===== config.mk =====
export PLATFORM = sky130hd
export DESIGN_NAME = serial_add_ctrl_flat
export DESIGN_NICKNAME = d
export VERILOG_FILES = /design/src/rtl/serial_add_ctrl_if.sv /design/src/rtl/serial_add_ctrl.sv /design/src/flat_wrapper.sv
export SDC_FILE = /design/constraint.sdc
export NUM_CORES = 1
export LEC_CHECK = 0
export CORE_ASPECT_RATIO = 0.5
export CORE_MARGIN = 2
export CORE_UTILIZATION = 35
export DETAILED_ROUTE_END_ITERATION = 7
export DONT_BUFFER_PORTS = 1
export GPL_TIMING_DRIVEN = 0
export PLACE_DENSITY_LB_ADDON = 0.25
export SLEW_MARGIN = 20
export SYNTH_ARGS = -nofsm -noshare
export SYNTH_HDL_FRONTEND = slang
export SYNTH_SLANG_ARGS = --single-unit

===== constraint.sdc =====
create_clock -name clk -period 2.1 [get_ports clk]
set_input_delay 0.42 -clock clk [delete_from_list [all_inputs] [get_ports clk]]
set_output_delay 0.42 -clock clk [all_outputs]
set_load 0.01 [all_outputs]

===== src/rtl/serial_add_ctrl_if.sv =====
// Operand/result handshake bundle for serial_add_ctrl; adds the sub operand when SERIAL_ADD_SUB_EN is defined.
interface serial_add_ctrl_if #(parameter int WIDTH = 8);
  logic             in_valid;
  logic             in_ready;
  logic [WIDTH-1:0] a;
  logic [WIDTH-1:0] b;
  logic             cin;
`ifdef SERIAL_ADD_SUB_EN
  logic             sub;
`endif
  logic             out_valid;
  logic             out_ready;
  logic [WIDTH-1:0] sum;
  logic             cout;

`ifdef SERIAL_ADD_SUB_EN
  modport master (output in_valid, a, b, cin, sub, out_ready,
                  input  in_ready, out_valid, sum, cout);
  modport slave  (input  in_valid, a, b, cin, sub, out_ready,
                  output in_ready, out_valid, sum, cout);
`else
  modport master (output in_valid, a, b, cin, out_ready,
                  input  in_ready, out_valid, sum, cout);
  modport slave  (input  in_valid, a, b, cin, out_ready,
                  output in_ready, out_valid, sum, cout);
`endif
endinterface


===== src/rtl/serial_add_ctrl.sv =====
// Bit-serial adder: one full-adder cell reused over WIDTH cycles, result valid WIDTH cycles after accept.
// Define SERIAL_ADD_SUB_EN to add a latched sub operand that computes a-b (cout=1 means no borrow).
module serial_add_ctrl #(
  parameter int WIDTH = 8
) (
  input  logic              clk,
  input  logic              rst_n,
  serial_add_ctrl_if.slave  bus
);
  localparam int CW = (WIDTH > 1) ? $clog2(WIDTH) : 1;

  typedef enum logic [1:0] {IDLE, RUN, DONE} state_t;

  state_t           state_q;
  logic [WIDTH-1:0] sha_q, shb_q, res_q, sum_q;
  logic [WIDTH-1:0] res_d;
  logic [CW-1:0]    cnt_q;
  logic             carry_q, cout_q, in_ready_q, out_valid_q;
  logic             b_bit, s_bit, c_d, carry_init;

`ifdef SERIAL_ADD_SUB_EN
  logic sub_q;
  // Subtraction is a + ~b + 1, so the cell sees the inverted b bit and a forced carry-in.
  assign b_bit      = shb_q[0] ^ sub_q;
  assign carry_init = bus.sub | bus.cin;
`else
  assign b_bit      = shb_q[0];
  assign carry_init = bus.cin;
`endif

  always_comb begin
    s_bit = sha_q[0] ^ b_bit ^ carry_q;
    c_d   = (sha_q[0] & b_bit) | (carry_q & (sha_q[0] ^ b_bit));
    res_d = res_q >> 1;
    res_d[WIDTH-1] = s_bit;
  end

  always_ff @(posedge clk or negedge rst_n) begin
    if (!rst_n) begin
      state_q     <= IDLE;
      sha_q       <= '0;
      shb_q       <= '0;
      res_q       <= '0;
      sum_q       <= '0;
      cnt_q       <= '0;
      carry_q     <= 1'b0;
      cout_q      <= 1'b0;
      in_ready_q  <= 1'b1;
      out_valid_q <= 1'b0;
`ifdef SERIAL_ADD_SUB_EN
      sub_q       <= 1'b0;
`endif
    end else begin
      case (state_q)
        IDLE: begin
          if (bus.in_valid) begin
            sha_q      <= bus.a;
            shb_q      <= bus.b;
            carry_q    <= carry_init;
            cnt_q      <= '0;
`ifdef SERIAL_ADD_SUB_EN
            sub_q      <= bus.sub;
`endif
            in_ready_q <= 1'b0;
            state_q    <= RUN;
          end
        end
        RUN: begin
          sha_q   <= sha_q >> 1;
          shb_q   <= shb_q >> 1;
          carry_q <= c_d;
          res_q   <= res_d;
          cnt_q   <= cnt_q + 1'b1;
          if (cnt_q == CW'(WIDTH - 1)) begin
            sum_q       <= res_d;
            cout_q      <= c_d;
            out_valid_q <= 1'b1;
            state_q     <= DONE;
          end
        end
        DONE: begin
          // Only the output handshake completes here; in_valid is ignored until IDLE.
          if (bus.out_ready) begin
            out_valid_q <= 1'b0;
            in_ready_q  <= 1'b1;
            state_q     <= IDLE;
          end
        end
        default: begin
          out_valid_q <= 1'b0;
          in_ready_q  <= 1'b1;
          state_q     <= IDLE;
        end
      endcase
    end
  end

  assign bus.in_ready  = in_ready_q;
  assign bus.out_valid = out_valid_q;
  assign bus.sum       = sum_q;
  assign bus.cout      = cout_q;
endmodule


===== src/flat_wrapper.sv =====
// flat-port wrapper written by rule: the top's interface ports become plain ports
module serial_add_ctrl_flat 
#(
  parameter int WIDTH = 8
)
  (clk, rst_n, bus_in_valid, bus_a, bus_b, bus_cin, bus_out_ready, bus_in_ready, bus_out_valid, bus_sum, bus_cout);
  serial_add_ctrl_if #(.WIDTH(WIDTH)) bus_i ();
  input  logic clk;
  input  logic rst_n;
  input wire logic [$bits(bus_i.in_valid)-1:0] bus_in_valid;
  input wire logic [$bits(bus_i.a)-1:0] bus_a;
  input wire logic [$bits(bus_i.b)-1:0] bus_b;
  input wire logic [$bits(bus_i.cin)-1:0] bus_cin;
  input wire logic [$bits(bus_i.out_ready)-1:0] bus_out_ready;
  output wire logic [$bits(bus_i.in_ready)-1:0] bus_in_ready;
  output wire logic [$bits(bus_i.out_valid)-1:0] bus_out_valid;
  output wire logic [$bits(bus_i.sum)-1:0] bus_sum;
  output wire logic [$bits(bus_i.cout)-1:0] bus_cout;
  assign bus_i.in_valid = bus_in_valid;
  assign bus_i.a = bus_a;
  assign bus_i.b = bus_b;
  assign bus_i.cin = bus_cin;
  assign bus_i.out_ready = bus_out_ready;
  assign bus_in_ready = bus_i.in_ready;
  assign bus_out_valid = bus_i.out_valid;
  assign bus_sum = bus_i.sum;
  assign bus_cout = bus_i.cout;
  serial_add_ctrl #(.WIDTH(WIDTH)) u_core (.clk(clk), .rst_n(rst_n), .bus(bus_i));
endmodule

# == Yosys cells after proc, flatten, opt, wreduce, memory -nomap -nowiden ==
# Cells that the tools add are included.
# classes
addsub,1
n_mul,0
n_div,0
magnitude_cmp,0
eq_ne,6
n_shift,0
n_mux,18
n_bitwise,7
reduce_logical,7
# op_table
operator,count
one-hot mux 8 bit (2 select lines),2
2-to-1 mux 8 bit,2
AND reduction 3 bit,3
2-to-1 mux 2 bit,3
one-hot mux 1 bit (3 select lines),2
one-hot mux 2 bit (3 select lines),1
one-hot mux 3 bit (2 select lines),1
2-to-1 mux 1 bit,5
inequality test 2 bit (second input constant),2
AND reduction 2 bit,2
adder 3 x 1 -> 3 bit (second input constant),1
== test 3 bit (second input constant),1
2-to-1 mux 3 bit,1
AND 1 bit,2
== test 2 x 1 -> 1 bit (second input constant),1
== test 2 bit (second input constant),1
zero test 2 bit,1
inequality test 2 x 1 -> 1 bit (second input constant),1
NOT 1 bit,2
one-hot mux 1 bit (2 select lines),1
nonzero test 2 bit,1
XOR 1 bit,2
OR 1 bit,1
# totals
reg_bits,41
latch_bits,0
mem_bits_rw,0
rom_bits,0
input_bits,21
out_inout_bits,11
n_memories,0

# == Longest topological paths before layout ==
# depth
word_depth,4
mapped_depth,5

# == Least setup slack after synthesis ==
# OpenSTA, ideal clock, no wires.
# synth_path
path_type,flip-flop to flip-flop
startpoint,reg u_core.cnt_q[0]
endpoint,reg u_core.cout_q (netlist: u_core.bus.cout)
setup_time_ns,0.125
t_arrival_ns,1.237
path_slack_ns,0.738
path_stages_with_launch,5
path_buffers,0
period_less_slack_ns,1.362
cell_sequence,dfrtp_1 > ha_1 > ha_1 > nand2_8 > mux2_4
# synth_between
elab_chain_cells,2
# synth_rtl
element,line,rtl
"start, declared",serial_add_ctrl.sv:17,logic [CW-1:0] cnt_q;
"start signal, assigned",serial_add_ctrl.sv:73,cnt_q <= cnt_q + 1'b1;
== test 3 bit,serial_add_ctrl.sv:74,if (cnt_q == CW'(WIDTH - 1)) begin
AND reduction 2 bit (no line),n/a,
"end signal, assigned",serial_add_ctrl.sv:47,cout_q <= 1'b0;
"end signal, assigned",serial_add_ctrl.sv:76,cout_q <= c_d;
"end, declared",serial_add_ctrl.sv:18,"logic carry_q, cout_q, in_ready_q, out_valid_q;"
# No other way between the ends.
# A chain may end at the register's enable or synchronous reset.

# == Final worst setup path ==
# Same ends and word-level chain as after synthesis.

==> metrics.md <==
| Metric | Value |
|---|---|
| Most frequent cells in the layout | `dfrtp_1 (39), nand2_1 (26), nand3b_1 (14), o221a_2 (14), mux2_4 (9)` |
| Status | `completed` |
| Residual DRC | `0` |
| Global-route wire length before repair | `5740 µm` |
| Yosys warns | `0` |
| Period minus WS final | `between 1000 and 1500 ps` |
| Area Growth Syn to Fin | `12.1%` |
| Clk sinks | `40` |
| Detail Placement HPWL | `around 2300 µm` |
| Pwr Density | `1520 nW/µm²` |
| Number of global-route vias before repair | `1163` |
| RR Startpoint | `u_core.cnt_q[0]` |
| CTS tree | `built` |
| # H-tree levels | `2` |
| Cell count after synthesis | `143` |
| Worst min path class | `primary input to flip-flop` |
| RSZ-0062 raised after global routing | `no` |
| Clock Tree Root | `clkbuf_8` |
| Clk_lat worst skew | `290 ps` |
| Overall routing resource usage | `0.135` |
| Worst setup margin | `approximately 650 ps` |
| Number of DRC markers in iteration 0 | `40` |
| DRT Wirelength | `3400 µm` |
| CP max FO | `10` |
| Setup-failing EPs final | `0` |
| Layout cells sized above 1 | `0.275` |
| TritonRoute pass-1 iters | `4` |
| Clock skew | `4.37 ps` |
| Critical Path Start | `u_core.cnt_q[0]` |
| Pins over their slew limit | `0` |
| Worst R2R End | `u_core.bus.cout` |
| Crit path kind | `flip-flop to flip-flop` |
| Total Neg Setup Slack | `0 ps` |
| Die height | `about 54 µm` |
| Fmax | `0.690 GHz` |
| Hold path cells | `2` |
| Top Ports | `32` |
| Initial cell density of the core | `0.363` |
| Synth area leaders | `dfrtp_1 (55%), o221a_2 (8.8%), mux2_4 (7.6%)` |
| Resize count post-CTS | `0` |
| VDD IR max | `between 0.4 and 0.5 mV` |
| Top cell type's share of synthesized area | `0.547` |
| Hold endpoint | `u_core.sha_q[7]` |
| Antenna-violating nets left | `0` |
| Clock buffer count from CTS | `5` |
| # diodes | `0` |
| CP required | `2280 ps` |
| Setup crit start kind | `flip-flop` |
| Period utilization | `0.690` |
| Synthesized area | `around 1800 µm²` |
| R2R cell count | `4` |
| GP Congestion | `between 0.7 and 0.8` |
| CORE AREA | `4910 µm²` |
| Crit path DAT | `1630 ps` |
| Final Hold Fails | `0` |
| Nets@finish | `176` |
| Netlist cell types | `28` |
| Slew margin rel. | `0.653` |
| Rows | `18` |
| #FFs+latches synth | `40` |
| Mapped Nets | `167` |
| Sequential fraction of the synthesis area | `0.562` |
| Via density | `5.03` |
| Least-Margin Pin Slew | `520 ps` |
| Most common cell after layout, fill and taps aside | `dfrtp_1` |
| Via count | `1121` |
| I/O Buffers | `0` |
| Hold Startpoint | `bus_a[7]` |
| Largest net degree at the start of global routing | `41` |
| Post-Syn Area per Cell | `12.5 µm²` |
| Critical Path End Type | `flip-flop` |
| Leak pwr | `0.882 nW` |
| Die area | `5720 µm²` |
| Detailed-route wire length per cell | `around 15 µm` |
| Grt ovf | `0` |
| Reg2reg setup slack | `650 ps` |
| Clock-pin slew on the worst setup and hold paths | `80 ps` |
| Synth area leader | `dfrtp_1` |
| Initial antenna violation count | `0` |
| Placement Setup Slack | `610 ps` |
| CTS max path bufs | `2` |
| Die Wd | `between 100 and 150 µm` |
| Max cap viols | `0` |
-- metrics by stage --
step / instances / util / hold slack [ps] / area, µm² / total power, W
CTS: 223 / 0.407 / 274 / 2000 / 0.00309
global placement: 213 / 0.381 / 125 / 1870 / 0.00247
floorplan: 143 / - / 124 / 1780 / 0.00227
global route: 223 / 0.407 / 286 / 2000 / 0.00331
detailed placement: 213 / 0.381 / 125 / 1870 / 0.00252
finish: 223 / 0.407 / 278 / 2000 / 0.00305
-- Yosys cell counts --
| cell | instances |
|---|---|
| fa_1 | 1 |
| a21oi_1 | 4 |
| inv_1 | 2 |
| clkbuf_1 | 2 |
| o21ba_4 | 1 |
| o221a_2 | 14 |
| ha_1 | 2 |
| and2b_1 | 1 |
| a22o_1 | 2 |
| nand2_8 | 1 |
| o21bai_1 | 1 |
| nor2b_1 | 1 |
| nor2_2 | 1 |
| buf_4 | 4 |
| o21ai_0 | 4 |
| nand2_1 | 26 |
| dfrtp_1 | 39 |
| nand2b_1 | 3 |
| buf_6 | 1 |
| nor2_1 | 4 |
| buf_2 | 1 |
| nor3_1 | 1 |
| mux2_4 | 9 |
| nand3b_1 | 14 |
| buf_1 | 1 |
| dfstp_2 | 1 |
| a32o_1 | 1 |
| o22ai_1 | 1 |
-- area by class of cell --
cell class | count | area (µm²)
Fill cell | 459 | 2910
Sequential cell | 40 | 1000
Multi-Input combinational cell | 92 | 717
Tap cell | 70 | 87.6
Clock buffer | 6 | 82.6
Buffer | 9 | 57.6
Timing Repair Buffer | 2 | 30.0
Clock inverter | 2 | 15.0
Inverter | 2 | 7.51
-- worst max path at each step --
stage | slack (ps) | depth (start not counted) | end
finish | 650 | 4 | u_core.bus.cout
global route | 590 | 4 | u_core.bus.sum[0]
CTS | 640 | 4 | u_core.bus.sum[0]
detailed placement | 610 | 4 | u_core.sha_q[1]
global placement | 640 | 4 | u_core.sha_q[1]
floorplan | 740 | 4 | u_core.bus.cout
-- report_power, final --
part           total (W)  internal, W  leakage (nW)  switching [W]
clock network   0.000536     0.000266        0.0434       0.000270
logic            0.00109     0.000587         0.357       0.000498
registers        0.00142      0.00114         0.481       0.000288
-- layer usage --
metal,vias up,global-route usage,wire length [µm]
li1,528,-,-
met1,558,0.169,1750
met2,28,0.218,1460
met3,7,0.0464,135
met4,0,0.0622,59
met5,-,0,0
-- registers in the layout (all words and copies together), names as in the netlist --
| name | count |
|---|---|
| u_core.bus.cout | 1 |
| u_core.bus.in_ready | 1 |
| u_core.bus.out_valid | 1 |
| u_core.bus.sum | 8 |
| u_core.carry_q | 1 |
| u_core.cnt_q | 3 |
| u_core.res_q | 7 |
| u_core.sha_q | 8 |
| u_core.shb_q | 8 |
| u_core.state_q | 2 |
-- worst max-delay path: stages (launching register included) --
cell     delay [ps]
dfrtp_1         400
ha_1            200
ha_1            270
nand2_8         160
mux2_4          310
-- cells by family (layout without fill, tap and decap cells) --
logic type	after synthesis	after routing	share of synthesized area
and+or+nand+nor	52	52	0.158
DFF	40	40	0.562
AOI/OAI and AO/OA	28	28	0.143
buffers and inverters	11	21	0.0365
muxes	9	9	0.0757
adders and majority gates	3	3	0.0252
-- repair_timing --
item / 4_1_cts / 5_1_grt
hold buffers: 2 / 0
setup buffers: 0 / 0
setup endpoints to repair: 0 / 0
hold endpoints to repair: 40 / 0
(Power assumes the default switching activity.)
